File: src/rtl/histogram_ctrl.sv
// histogram_ctrl: sequencer for the histogram kernel.
// Clears the bin RAM, streams pixels from the image RAM and performs a
// two-stage read-modify-write increment per pixel, then pulses done.
// Build option: HISTOGRAM_CTRL_FWD_EN enables write->read forwarding so
// pixels issue every cycle; without it pixels issue every other cycle.
module histogram_ctrl #(
    parameter int IMG_AW = 12,
    parameter int BIN_AW = 8,
    parameter int CNT_W  = 32
) (
    input  logic              clk,
    input  logic              rst,
    input  logic              start,
    input  logic [IMG_AW:0]   num_pixels,
    output logic              busy,
    output logic              done,
    output logic [IMG_AW-1:0] img_raddr,
    input  logic [BIN_AW-1:0] img_rdata,
    output logic [BIN_AW-1:0] bin_raddr,
    input  logic [CNT_W-1:0]  bin_rdata,
    output logic [BIN_AW-1:0] bin_waddr,
    output logic [CNT_W-1:0]  bin_wdata,
    output logic              bin_wen
);

    typedef enum logic [2:0] {
        S_IDLE  = 3'd0,
        S_CLEAR = 3'd1,
        S_RUN   = 3'd2,
        S_DRAIN = 3'd3,
        S_DONE  = 3'd4
    } state_t;

    localparam logic [IMG_AW:0] MAX_PIX = {1'b1, {IMG_AW{1'b0}}};

    state_t              state_q, state_d;
    logic [IMG_AW:0]     n_q;       // clamped pixel count
    logic [IMG_AW:0]     iss_q;     // next pixel index to issue
    logic [BIN_AW-1:0]   clr_q;     // clear address
    logic                drain_q;   // second drain cycle marker
    logic [2:1]          vld_pipe;  // [1]: stage-1 valid, [2]: stage-2 valid
    logic [BIN_AW-1:0]   idx_q;     // bin index carried into stage 2
    logic                issue;
    logic                last_issue;
    logic [CNT_W-1:0]    count;
    logic [CNT_W-1:0]    wdata_s2;

`ifdef HISTOGRAM_CTRL_FWD_EN
    logic                fwd_wen_q;
    logic [BIN_AW-1:0]   fwd_waddr_q;
    logic [CNT_W-1:0]    fwd_wdata_q;
`else
    logic                phase_q;   // pixels issue on odd RUN cycles
`endif

    // Pixel issue qualifier: every RUN cycle, or every second one without forwarding
    always_comb begin
`ifdef HISTOGRAM_CTRL_FWD_EN
        issue = (state_q == S_RUN);
`else
        issue = (state_q == S_RUN) && phase_q;
`endif
        last_issue = issue && (iss_q == n_q - 1'b1);
    end

    // State register
    always_ff @(posedge clk or posedge rst) begin
        if (rst) state_q <= S_IDLE;
        else     state_q <= state_d;
    end

    // Next-state logic
    always_comb begin
        state_d = state_q;
        case (state_q)
            S_IDLE:  if (start) state_d = S_CLEAR;
            S_CLEAR: if (clr_q == {BIN_AW{1'b1}})
                         state_d = (n_q == '0) ? S_DRAIN : S_RUN;
            S_RUN:   if (last_issue) state_d = S_DRAIN;
            S_DRAIN: if (drain_q) state_d = S_DONE;
            S_DONE:  state_d = S_IDLE;
            default: state_d = S_IDLE;
        endcase
    end

    // Run counters and count latch
    always_ff @(posedge clk or posedge rst) begin
        if (rst) begin
            n_q     <= '0;
            iss_q   <= '0;
            clr_q   <= '0;
            drain_q <= 1'b0;
`ifndef HISTOGRAM_CTRL_FWD_EN
            phase_q <= 1'b0;
`endif
        end else begin
            case (state_q)
                S_IDLE: if (start) begin
                    n_q     <= (num_pixels > MAX_PIX) ? MAX_PIX : num_pixels;
                    iss_q   <= '0;
                    clr_q   <= '0;
                    drain_q <= 1'b0;
`ifndef HISTOGRAM_CTRL_FWD_EN
                    phase_q <= 1'b0;
`endif
                end
                S_CLEAR: clr_q <= clr_q + 1'b1;
                S_RUN: begin
                    if (issue) iss_q <= iss_q + 1'b1;
`ifndef HISTOGRAM_CTRL_FWD_EN
                    phase_q <= ~phase_q;
`endif
                end
                S_DRAIN: drain_q <= 1'b1;
                default: ;
            endcase
        end
    end

    // Pipeline valids and stage-1 -> stage-2 bin index
    always_ff @(posedge clk or posedge rst) begin
        if (rst) begin
            vld_pipe <= '0;
            idx_q    <= '0;
        end else begin
            vld_pipe <= {vld_pipe[1], issue};
            if (vld_pipe[1]) idx_q <= img_rdata;
        end
    end

`ifdef HISTOGRAM_CTRL_FWD_EN
    // Remember the previous stage-2 write; the RAM returns stale data for it
    always_ff @(posedge clk or posedge rst) begin
        if (rst) begin
            fwd_wen_q   <= 1'b0;
            fwd_waddr_q <= '0;
            fwd_wdata_q <= '0;
        end else begin
            fwd_wen_q   <= vld_pipe[2];
            fwd_waddr_q <= idx_q;
            fwd_wdata_q <= wdata_s2;
        end
    end
`endif

    // Stage-2 increment with optional forwarding of the previous write
    always_comb begin
        count = bin_rdata;
`ifdef HISTOGRAM_CTRL_FWD_EN
        if (fwd_wen_q && (fwd_waddr_q == idx_q)) count = fwd_wdata_q;
`endif
        wdata_s2 = count + 1'b1;
    end

    // Output drive; everything is zero when not actively used
    always_comb begin
        busy      = (state_q != S_IDLE);
        done      = (state_q == S_DONE);
        img_raddr = issue ? iss_q[IMG_AW-1:0] : '0;
        bin_raddr = vld_pipe[1] ? img_rdata : '0;
        bin_wen   = 1'b0;
        bin_waddr = '0;
        bin_wdata = '0;
        if (state_q == S_CLEAR) begin
            bin_wen   = 1'b1;
            bin_waddr = clr_q;
        end else if (vld_pipe[2]) begin
            bin_wen   = 1'b1;
            bin_waddr = idx_q;
            bin_wdata = wdata_s2;
        end
    end

endmodule

File: config.mk
export PLATFORM = sky130hd
export DESIGN_NAME = histogram_ctrl
export DESIGN_NICKNAME = d
export VERILOG_FILES = /design/src/rtl/histogram_ctrl.sv
export SDC_FILE = /design/constraint.sdc
export NUM_CORES = 1
export LEC_CHECK = 0
export ABC_AREA = 0
export ABC_CLOCK_PERIOD_IN_PS = 1870
export BUFFER_PORTS_ARGS = -buffer_cell sky130_fd_sc_hd__buf_2
export CORE_ASPECT_RATIO = 1.1
export CORE_UTILIZATION = 46
export CTS_CLUSTER_SIZE = 40
export DETAILED_ROUTE_END_ITERATION = 10
export PLACE_DENSITY = 0.77
export RECOVER_POWER = 100
export SLEW_MARGIN = 20
export SYNTH_ARGS = -nofsm -noshare
export SYNTH_HDL_FRONTEND = slang
export SYNTH_SLANG_ARGS = --single-unit
File: constraint.sdc
create_clock -name clk -period 1.87 [get_ports clk]
set_input_delay 0.187 -clock clk [delete_from_list [all_inputs] [get_ports clk]]
set_output_delay 0.187 -clock clk [all_outputs]
set_load 0.05 [all_outputs]
==> results.md <==
* Status: finished, violations left
* Failing checks: negative setup slack
* Post-CTS Hold Fix Bufs at 0
* Largest net degree at the start of global routing at 50
* Post-synth EDFFs at 0
* Clock buffer depth at 2
* Synth Instances at between 400 and 500
* Via density at 5.416
* Critical Path Start: n_q[5]$_DFFE_PP0P_
* Fraction of layout cells with a size suffix above 1 at 47.19%
* Worst-Skew Late Latency at 310 ps
* Slowest stage delay, CP at 420 ps
* Met1 wire length at 4149 µm
* DP Area at 4747 µm²
* Relative slew slack at 20.84%
* CTS tree: yes
* Post-layout instance area at 5429 µm²
* P per Cell Area at 1396 nW/µm²
* Setup crit start kind: register
* Worst path cell trace: nor4_4, and2_1, a22oi_1, a2111oi_4, nand4_1, a211oi_2
* Endpoint class of the critical path: register
* Max Used Layer: met4
* Max Cap Violations at 0
* Largest area contributor in the netlist: dfrtp_1
* Die height at 94.25 µm
* GP Congestion at about 0.83
* Final period util at 102.1%
* Yosys warning total at 0
* Fmax at 523.6 MHz
* Logic pwr share at 67.1%
* Final worst path period need at 1910 ps
* Mapped cell area at 3558 µm²
* Post-route clock skew at between 7 and 8 ps
* Core box area at ~7500 µm²
* Syn_area_per_cell at between 8 and 9 µm²
* Hold Path Class: in2reg
* Max H-tree Level at 2
* Critical path fanouts, max at 2
* Switching component of the power at 0.003764 W
* Area grow syn2layout at 52.57%
* Worst Tran Pin Value at 1187 ps
* Fill count at 502
* Seq/Total Area, Yosys at 34.46%
* DRC Markers at 0
* Critical setup path kind: reg2reg
* Post-Syn Nets at 492
* Synth area leaders: dfrtp_1 34%, xor2_1 8.6%, nor2_1 6.5%
* Wire length on met2 at around 5800 µm
* Placed cell count at 693
* CTS Sinks at 49
* PnR Total Power at 0.007578 W
* Leak Pwr at 2.553 nW
* Drt first pass iters at 4
* WL/cell at around 15 µm
* Final setup vio count at 3
* Worst-path clk slew at around 90 ps
* Final Hold Fails at 0
* Core Util, Final at 72.64%
* FF+latch count, synth at 49
* Fin cells at just over 700
* Initial antenna violation count at 0
* CP max stage cell: dfrtp_1
* Synth Flop Type: dfrtp_1
* Via count of the first global-routing pass at 3479
* IO Pins at 119
* Fin Hold WS at 101.7 ps
* Initial Util at 47.61%
* Routed vias at approximately 3900
* Hold_sp: num_pixels[12]
* WL met3 at ~650 µm
* GRT Util Overall at 24.02%
* Net Sw Frac at 49.67%
* Cell Rows at 33
* First-pass GRT wire length at 15590 µm
* Initial DRC count at 129
* Die width at 85.86 µm
* Internal power at ~0.0038 W
* Worst EP required at 2100 ps
* Slew Viols, Final at 0
* CTS Root Cell: clkbuf_8
* Port-buffer cells at between 100 and 150
* Fin worst setup slack at -39.68 ps
* RSZ-0062 raised after global routing: yes
* Inserted Diodes at 0
* Antenna Violating Nets Remaining at 0
* Nets at between 600 and 700
* Sequential Power Share at 23.8%
* Routed WL at about 11000 µm
* Grt ovf at 0
* Max VDD drop at 1.054 mV
* Yosys cell types at 52
* DP Wirelength at 7498 µm
* Total CTS buffers at 5
* Post-synth ARST share at 100.0%
* Reg2reg start: n_q[5]$_DFFE_PP0P_
* WP data arrival at 2140 ps
* Die area at 8092 µm²
* Share of the synthesized area in the top cell type at 34.46%
* Clock power frac at 9.1%
Yosys cell counts, types with 5 or more instances:
master	instances
nor3_1	5
a21oi_1	8
nand4_1	13
nand2_1	50
a22o_1	10
xor2_1	35
dfrtp_1	49
o21ai_0	19
inv_1	5
and2_1	22
and3_1	12
mux2_2	9
clkbuf_1	15
xnor2_1	18
nor2_1	62
nand3_1	37
what timing repair did:
item,in CTS,in global routing
gates resized for setup,51,95
pin swaps,3,15
setup endpoints to repair,52,60
cloned,0,3
setup buffers,3,4
cell usage in the layout, fill, tap and decap left out, drive strengths merged, types with 2 or more instances in the layout:
cell and instances:
and3 12, mux2i 3, nand2 51, nand4 13, a21oi 8, ha 4
and4 5, dfrtp 49, or2 2, nor3 9, xor2 35, nor3b 3
xnor2 18, clkinv 2, a211oi 2, nor4 6, a22oi 2, a22o 10
o21ai 19, mux2 9, nor2b 2, inv 6, nand3 38, and2 22
buf 143, a31oi 2, nand2b 3, nor2 62, clkbuf 50, or3 2
nand4b 2
area by class of cell:
type                    count  area, µm²  share of cell area (%)
clock inverters             1      5.005                 0.09219
repair buffers            186       1406                   25.90
well taps                 105      131.4                   2.420
inverters                   7      33.78                  0.6223
clock buffers               7      96.34                   1.775
multi-input cells         356       2529                   46.58
flip-flops and latches     49       1227                   22.61
worst max-delay path: cells and delay by family (launching register included):
family             cells  cell delay [ps]
and+or+nand+nor        3              730
AOI/OAI and AO/OA      3              680
DFF                    1              420
per-stage QoR:
stage | TNS, ps | setup slack (ps)
after floorplan | -2358 | -95.58
after global placement | -115.3 | -35.37
after detailed placement | -389.5 | -74.39
after CTS | -33.27 | -12.27
after global routing | -1574 | -102.3
final | -92.72 | -39.68
worst paths after layout:
check / end / slack [ps] / depth (start not counted)
worst max register to register: state_q[0]$_DFFE_PP0P_ / -40 / 6
worst min-delay path: n_q[12]$_DFFE_PP0P_ / 100 / 3
max in group asynchronous: n_q[1]$_DFFE_PP0P_ / 820 / 3
worst min register to register: idx_q[1]$_DFFE_PP0P_ / 510 / 1
min in group asynchronous: idx_q[2]$_DFFE_PP0P_ / 250 / 3
worst max-delay path: state_q[0]$_DFFE_PP0P_ / -40 / 6
logic make-up after synthesis:
group | Yosys count | share of synthesized area, %
and+or+nand+nor | 235 | 34.49
xor gates and xnor gates | 53 | 13.04
AOI/OAI and AO/OA | 52 | 9.740
DFF | 49 | 34.46
buffers and inverters | 27 | 3.165
muxes | 12 | 3.692
adders and majority gates | 4 | 1.407
power by group through the flow:
stage	clock network, W	logic (W)	registers [W]
global placement	0	0.00421	0.00175
finish	0.000687	0.00509	0.00181
detailed placement	0	0.00430	0.00177
floorplan	0	0.00315	0.00167
CTS	0.000693	0.00453	0.00176
global route	0.000732	0.00540	0.00186
routing by layer:
layer | vias up | track usage, %
met5 | - | 0
met1 | 1838 | 28.29
li1 | 1842 | -
met2 | 151 | 44.64
met3 | 20 | 3.163
met4 | 0 | 7.778
state kept, by name, indices dropped and copies added, names as in the netlist:
signal	count
drain_q	1
iss_q	13
vld_pipe	2
state_q	3
phase_q	1
n_q	13
idx_q	8
clr_q	8
Note: power is estimated with default switching activity, not from simulation.
